===== config.mk =====
export PLATFORM = sky130hd
export DESIGN_NAME = mem_arbiter
export DESIGN_NICKNAME = d
export VERILOG_FILES = /design/src/rtl/mem_arbiter.sv
export SDC_FILE = /design/constraint.sdc
export NUM_CORES = 1
export LEC_CHECK = 0
export ABC_AREA = 1
export BUFFER_PORTS_ARGS = -buffer_cell sky130_fd_sc_hd__buf_2
export CORE_MARGIN = 2
export CORE_UTILIZATION = 30
export CTS_CLUSTER_SIZE = 10
export DETAILED_ROUTE_END_ITERATION = 7
export GPL_ROUTABILITY_DRIVEN = 0
export PLACE_DENSITY_LB_ADDON = 0.3
export SYNTH_ARGS = -nofsm -noshare
export SYNTH_HDL_FRONTEND = slang
export SYNTH_SLANG_ARGS = --single-unit

===== constraint.sdc =====
create_clock -name clk_i -period 2.7 [get_ports clk_i]
set_input_delay 0.81 -clock clk_i [delete_from_list [all_inputs] [get_ports clk_i]]
set_output_delay 0.81 -clock clk_i [all_outputs]
set_load 0.005 [all_outputs]

===== src/rtl/mem_arbiter.sv =====
// Two-port (DMA over CPU, fixed priority) arbiter in front of the main memory block.
// Optional nonexistent-memory timeout is built with `define NXM_TIMEOUT_EN.
module mem_arbiter #(
  parameter int unsigned ADDR_W = 18,
  parameter int unsigned WORD_W = 36
`ifdef NXM_TIMEOUT_EN
  , parameter int unsigned NXM_CYCLES = 16
`endif
) (
  input  logic              clk_i,
  input  logic              reset_i,
  // CPU port
  input  logic [ADDR_W-1:0] cpu_addr_i,
  input  logic [WORD_W-1:0] cpu_write_data_i,
  input  logic              cpu_read_i,
  input  logic              cpu_write_i,
  output logic [WORD_W-1:0] cpu_read_data_o,
  output logic              cpu_read_ack_o,
  output logic              cpu_write_ack_o,
  output logic              cpu_nxm_o,
  // DMA/IO port
  input  logic [ADDR_W-1:0] dma_addr_i,
  input  logic [WORD_W-1:0] dma_write_data_i,
  input  logic              dma_read_i,
  input  logic              dma_write_i,
  output logic [WORD_W-1:0] dma_read_data_o,
  output logic              dma_read_ack_o,
  output logic              dma_write_ack_o,
  output logic              dma_nxm_o,
  // memory port
  output logic [ADDR_W-1:0] mem_addr_o,
  output logic [WORD_W-1:0] mem_write_data_o,
  output logic              mem_read_o,
  output logic              mem_write_o,
  input  logic [WORD_W-1:0] mem_read_data_i,
  input  logic              read_ack_i,
  input  logic              write_ack_i
);

  typedef enum logic [1:0] {
    IDLE   = 2'd0,
    ACCESS = 2'd1,
    RDATA  = 2'd2,
    DONE   = 2'd3
  } state_e;

  state_e              state_q;
  logic                grant_dma_q;
  logic                op_write_q;
  logic [ADDR_W-1:0]   mem_addr_q;
  logic [WORD_W-1:0]   mem_wdata_q;
  logic                mem_read_q;
  logic                mem_write_q;
  logic [WORD_W-1:0]   cpu_rdata_q;
  logic [WORD_W-1:0]   dma_rdata_q;
  logic                cpu_read_ack_q;
  logic                cpu_write_ack_q;
  logic                dma_read_ack_q;
  logic                dma_write_ack_q;

  logic dma_req;
  logic cpu_req;
  logic ack_match;

  assign dma_req   = dma_read_i | dma_write_i;
  assign cpu_req   = cpu_read_i | cpu_write_i;
  // Only the ack matching the strobe in flight completes the access.
  assign ack_match = op_write_q ? write_ack_i : read_ack_i;

`ifdef NXM_TIMEOUT_EN
  localparam logic [7:0] NXM_LAST = 8'(NXM_CYCLES - 1);

  logic [7:0] cnt_q;
  logic       cpu_nxm_q;
  logic       dma_nxm_q;
`endif

  always_ff @(posedge clk_i) begin
    if (reset_i) begin
      state_q         <= IDLE;
      grant_dma_q     <= 1'b0;
      op_write_q      <= 1'b0;
      mem_addr_q      <= '0;
      mem_wdata_q     <= '0;
      mem_read_q      <= 1'b0;
      mem_write_q     <= 1'b0;
      cpu_rdata_q     <= '0;
      dma_rdata_q     <= '0;
      cpu_read_ack_q  <= 1'b0;
      cpu_write_ack_q <= 1'b0;
      dma_read_ack_q  <= 1'b0;
      dma_write_ack_q <= 1'b0;
`ifdef NXM_TIMEOUT_EN
      cnt_q           <= '0;
      cpu_nxm_q       <= 1'b0;
      dma_nxm_q       <= 1'b0;
`endif
    end else begin
      // Ack and nxm are single-cycle pulses raised only on the edge into DONE.
      cpu_read_ack_q  <= 1'b0;
      cpu_write_ack_q <= 1'b0;
      dma_read_ack_q  <= 1'b0;
      dma_write_ack_q <= 1'b0;
`ifdef NXM_TIMEOUT_EN
      cpu_nxm_q       <= 1'b0;
      dma_nxm_q       <= 1'b0;
`endif
      unique case (state_q)
        IDLE: begin
          // Read+write together on one port is performed as a write.
          if (dma_req) begin
            grant_dma_q <= 1'b1;
            op_write_q  <= dma_write_i;
            mem_addr_q  <= dma_addr_i;
            mem_wdata_q <= dma_write_data_i;
            mem_write_q <= dma_write_i;
            mem_read_q  <= ~dma_write_i;
            state_q     <= ACCESS;
`ifdef NXM_TIMEOUT_EN
            cnt_q       <= '0;
`endif
          end else if (cpu_req) begin
            grant_dma_q <= 1'b0;
            op_write_q  <= cpu_write_i;
            mem_addr_q  <= cpu_addr_i;
            mem_wdata_q <= cpu_write_data_i;
            mem_write_q <= cpu_write_i;
            mem_read_q  <= ~cpu_write_i;
            state_q     <= ACCESS;
`ifdef NXM_TIMEOUT_EN
            cnt_q       <= '0;
`endif
          end
        end

        ACCESS: begin
          if (ack_match) begin
            mem_read_q  <= 1'b0;
            mem_write_q <= 1'b0;
            if (op_write_q) begin
              state_q <= DONE;
              if (grant_dma_q) dma_write_ack_q <= 1'b1;
              else             cpu_write_ack_q <= 1'b1;
            end else begin
              state_q <= RDATA;
            end
          end
`ifdef NXM_TIMEOUT_EN
          else if (cnt_q == NXM_LAST) begin
            // Timeout: complete with nxm; a timed-out read returns zero.
            mem_read_q  <= 1'b0;
            mem_write_q <= 1'b0;
            state_q     <= DONE;
            if (grant_dma_q) begin
              dma_nxm_q <= 1'b1;
              if (op_write_q) begin
                dma_write_ack_q <= 1'b1;
              end else begin
                dma_read_ack_q <= 1'b1;
                dma_rdata_q    <= '0;
              end
            end else begin
              cpu_nxm_q <= 1'b1;
              if (op_write_q) begin
                cpu_write_ack_q <= 1'b1;
              end else begin
                cpu_read_ack_q <= 1'b1;
                cpu_rdata_q    <= '0;
              end
            end
          end else begin
            cnt_q <= cnt_q + 8'd1;
          end
`endif
        end

        RDATA: begin
          state_q <= DONE;
          if (grant_dma_q) begin
            dma_rdata_q    <= mem_read_data_i;
            dma_read_ack_q <= 1'b1;
          end else begin
            cpu_rdata_q    <= mem_read_data_i;
            cpu_read_ack_q <= 1'b1;
          end
        end

        DONE: begin
          state_q <= IDLE;
        end

        default: state_q <= IDLE;
      endcase
    end
  end

  assign mem_addr_o       = mem_addr_q;
  assign mem_write_data_o = mem_wdata_q;
  assign mem_read_o       = mem_read_q;
  assign mem_write_o      = mem_write_q;

  assign cpu_read_data_o  = cpu_rdata_q;
  assign cpu_read_ack_o   = cpu_read_ack_q;
  assign cpu_write_ack_o  = cpu_write_ack_q;
  assign dma_read_data_o  = dma_rdata_q;
  assign dma_read_ack_o   = dma_read_ack_q;
  assign dma_write_ack_o  = dma_write_ack_q;

`ifdef NXM_TIMEOUT_EN
  assign cpu_nxm_o = cpu_nxm_q;
  assign dma_nxm_o = dma_nxm_q;
`else
  assign cpu_nxm_o = 1'b0;
  assign dma_nxm_o = 1'b0;
`endif

endmodule

==> qor.txt <==
status: completed
Die Y: 140.3 um
fin crit share: 63.53%
Synth top area share: 48.84%
post-CTS resize count: 0
leading area contributor after synthesis: dfxtp_1
VDD IR max: 0.0004661 V
Adder-Cell Fraction of Synth Area: 1.122%
Distinct cells, synth: 23
initial antenna violation count: 0
RSZ-0062 raised after global routing: no
Final HPWL DP: 11810 um
simple-gate share of the synthesized area: 27.32%
H-tree depth: 4
max_cap viols: 0
CP Data Arrival Time: 0.91 ns
final hold violation count: 0
worst-skew pair later-pin latency: 0.41 ns
synthesis-stage register bit count: 136
sequential group share of total power: 37.3%
post-DR wirelength/cell: 13.26 um
reg-to-reg critical path startpoint: state_q[0]
pwr dens: 1043 mW/mm^2
combinational share of power: 34.8%
Worst-Margin Slew: 0.8792 ns
Sw Ratio: 35.39%
commonest non-fill, non-tap cell in the layout: buf_2
final WL: 17150 um
post-route ant nets: 0
utilization after layout: 42.44%
GRT Residual Overflow: 0
largest family of logic cells by synthesized area: simple AND/OR/NAND/NOR gates
crit-path cells: buf_2
DRT Pass-1 Iters: 4
Root Driver: clkbuf_16
post-route setup TNS: 0 ns
Core Area: 0.01809 mm^2
Clk pwr share: 27.9%
mux share of post-synthesis cell area: 0%
Synth Warn #: 0
CP max stage cell: dfxtp_1
die width: 140.3 um
worst reg2reg setup slack: 1.06 ns
sequential element share of the synthesized area: 48.84%
crit-path max FO: 2
DRC Markers: 0
Hold Path Cell Cnt: 2
drt initial violations: 208
full die area: 0.01969 mm^2
Inserted Diodes: 0
most frequent cells in the layout: buf_2, nor2_1, nand2_1
std cell rows: 49
Area Overhead vs Synth: 37.71%
Ports: 286
largest net degree at the start of global routing: 79
hold crit path type: reg -> reg
Period minus WS final: 1.715 ns
Worst Reg2Reg Path Length in Cells: 6
largest cells by area after synthesis: dfxtp_1, nor2_1, nand2_1
GRT Overall Usage: 17.25%
Setup Crit Path Kind: reg -> out
placed instance area: 0.007104 mm^2
Setup-failing EPs final: 0
cell family with most CP delay: flip-flops
total setup buffers inserted after CTS: 0
Fillers: 1947
Hold EP: mem_write_data_o[34]
CTS tree: built
Synth Area in Compound Gates: 16.70%
Final nets: 1209
Critical Path RT: 1.89 ns
vias in the first global route: 5469
Clock Sinks: 136
Worst Path Buf+Inv: 1
critical path launch point type: register
CTS max path bufs: 2
Worst-path clk slew: 0.06 ns
clk_skew: 0.007557 ns
CP max stage delay: 0.36 ns
Hold Path Origin: mem_write_data_o[34]
P_int: 5174 uW
Syn Inst Count: 796
routed via count: 5874
Synth Area in XOR/XNOR: 0%
Slew HR: 41.30%
CP Capture Type: primary output
I/O Buffers: 283
Slew Limit Fails: 0
Final Cell Area: 0.007676 mm^2
CTS Buf Count: 17
first-pass GRT wire length: 27320 um
Syn Area/Cell: 7.003 um^2
initial core utilization: 30.82%
CTS Hold Bufs: 0
r2r endpoint: dma_read_data_o[3]
max frequency: 0.5830 GHz
Leak: 0.003908 uW
Synth Cell Area: 0.005574 mm^2
NetSw: 2834 uW
via density per instance: 4.539
layout cell share with drive strength beyond 1: 31.36%
==> flip-flops by register name (all words and copies together), names as in the netlist <==
signal / flops
cpu_read_ack_o: 1
grant_dma_q: 1
state_q: 2
mem_write_o: 1
mem_write_data_o: 36
dma_read_ack_o: 1
mem_read_o: 1
dma_write_ack_o: 1
cpu_read_data_o: 36
cpu_write_ack_o: 1
op_write_q: 1
dma_read_data_o: 36
mem_addr_o: 18
==> power groups by stage <==
stage / clock (uW) / sequential [uW] / combinational, uW
after floorplan: 0 / 3080 / 1630
after global placement: 0 / 3000 / 2810
after detailed placement: 0 / 3020 / 2830
after CTS: 2310 / 2990 / 2830
after global routing: 2400 / 3060 / 3200
final: 2240 / 2990 / 2780
==> final cells by class <==
class                           count  area [um^2]  area share, %
Clock buffer                       20        456.7          5.949
Clock inverter                     12        115.1          1.500
Inverter                           12        45.04         0.5868
Multi-Input combinational cell    591         2526          32.91
Sequential cell                   136         2723          35.47
Tap cell                          229        286.5          3.733
Timing Repair Buffer              294         1524          19.85
==> metrics by stage <==
step | setup slack (ns) | power, uW | instances | hold slack, ns
2_1_floorplan | 1.072 | 4713 | 797 | 0.4365
3_3_place_gp | 0.6199 | 5817 | 1262 | 0.4550
3_5_place_dp | 0.5886 | 5849 | 1262 | 0.4632
4_1_cts | 0.9585 | 8128 | 1294 | 0.4793
5_1_grt | 0.8582 | 8657 | 1294 | 0.4966
6_report | 0.9847 | 8008 | 1294 | 0.4724
==> how the worst max path moves through the flow <==
stage,startpoint,to,cells after the start
detailed placement,dma_write_i,mem_write_data_o[16],7
global route,dma_write_i,mem_write_data_o[23],7
floorplan,cpu_write_i,grant_dma_q,7
finish,mem_addr_o[8],mem_addr_o[8],1
CTS,mem_addr_o[10],mem_addr_o[10],1
global placement,dma_write_i,mem_addr_o[14],7
==> per-layer routing <==
layer  GRT usage (%)  routed length (um)  share of wire [%]  vias up
li1                -                   -                  -     3050
met1           21.68                7739                 45     2592
met2           28.04                7856                 46      221
met3           5.880                1390                8.1       11
met4           5.263                 168               0.98        0
met5               0                   0                  0        -
==> logic make-up after synthesis <==
kind of cell / Yosys count
DFF: 136
AOI/OAI and AO/OA: 186
and+or+nand+nor: 398
other: 1
buffers and inverters: 70
adders and majority gates: 5
==> cell usage after synthesis <==
cell,instances
buf_1,3
nor2_4,1
nand3b_1,1
o21ai_0,99
inv_1,8
nand2_2,2
buf_4,3
a21oi_1,59
nand4_1,1
dfxtp_1,136
buf_2,20
clkinv_1,1
clkbuf_1,26
conb_1,1
ha_1,5
inv_2,3
or2_2,1
nor2_1,209
clkbuf_2,2
nand2_1,177
buf_6,4
nand3_1,6
o21ai_1,28
No activity file was read; power rests on OpenSTA's default activity.
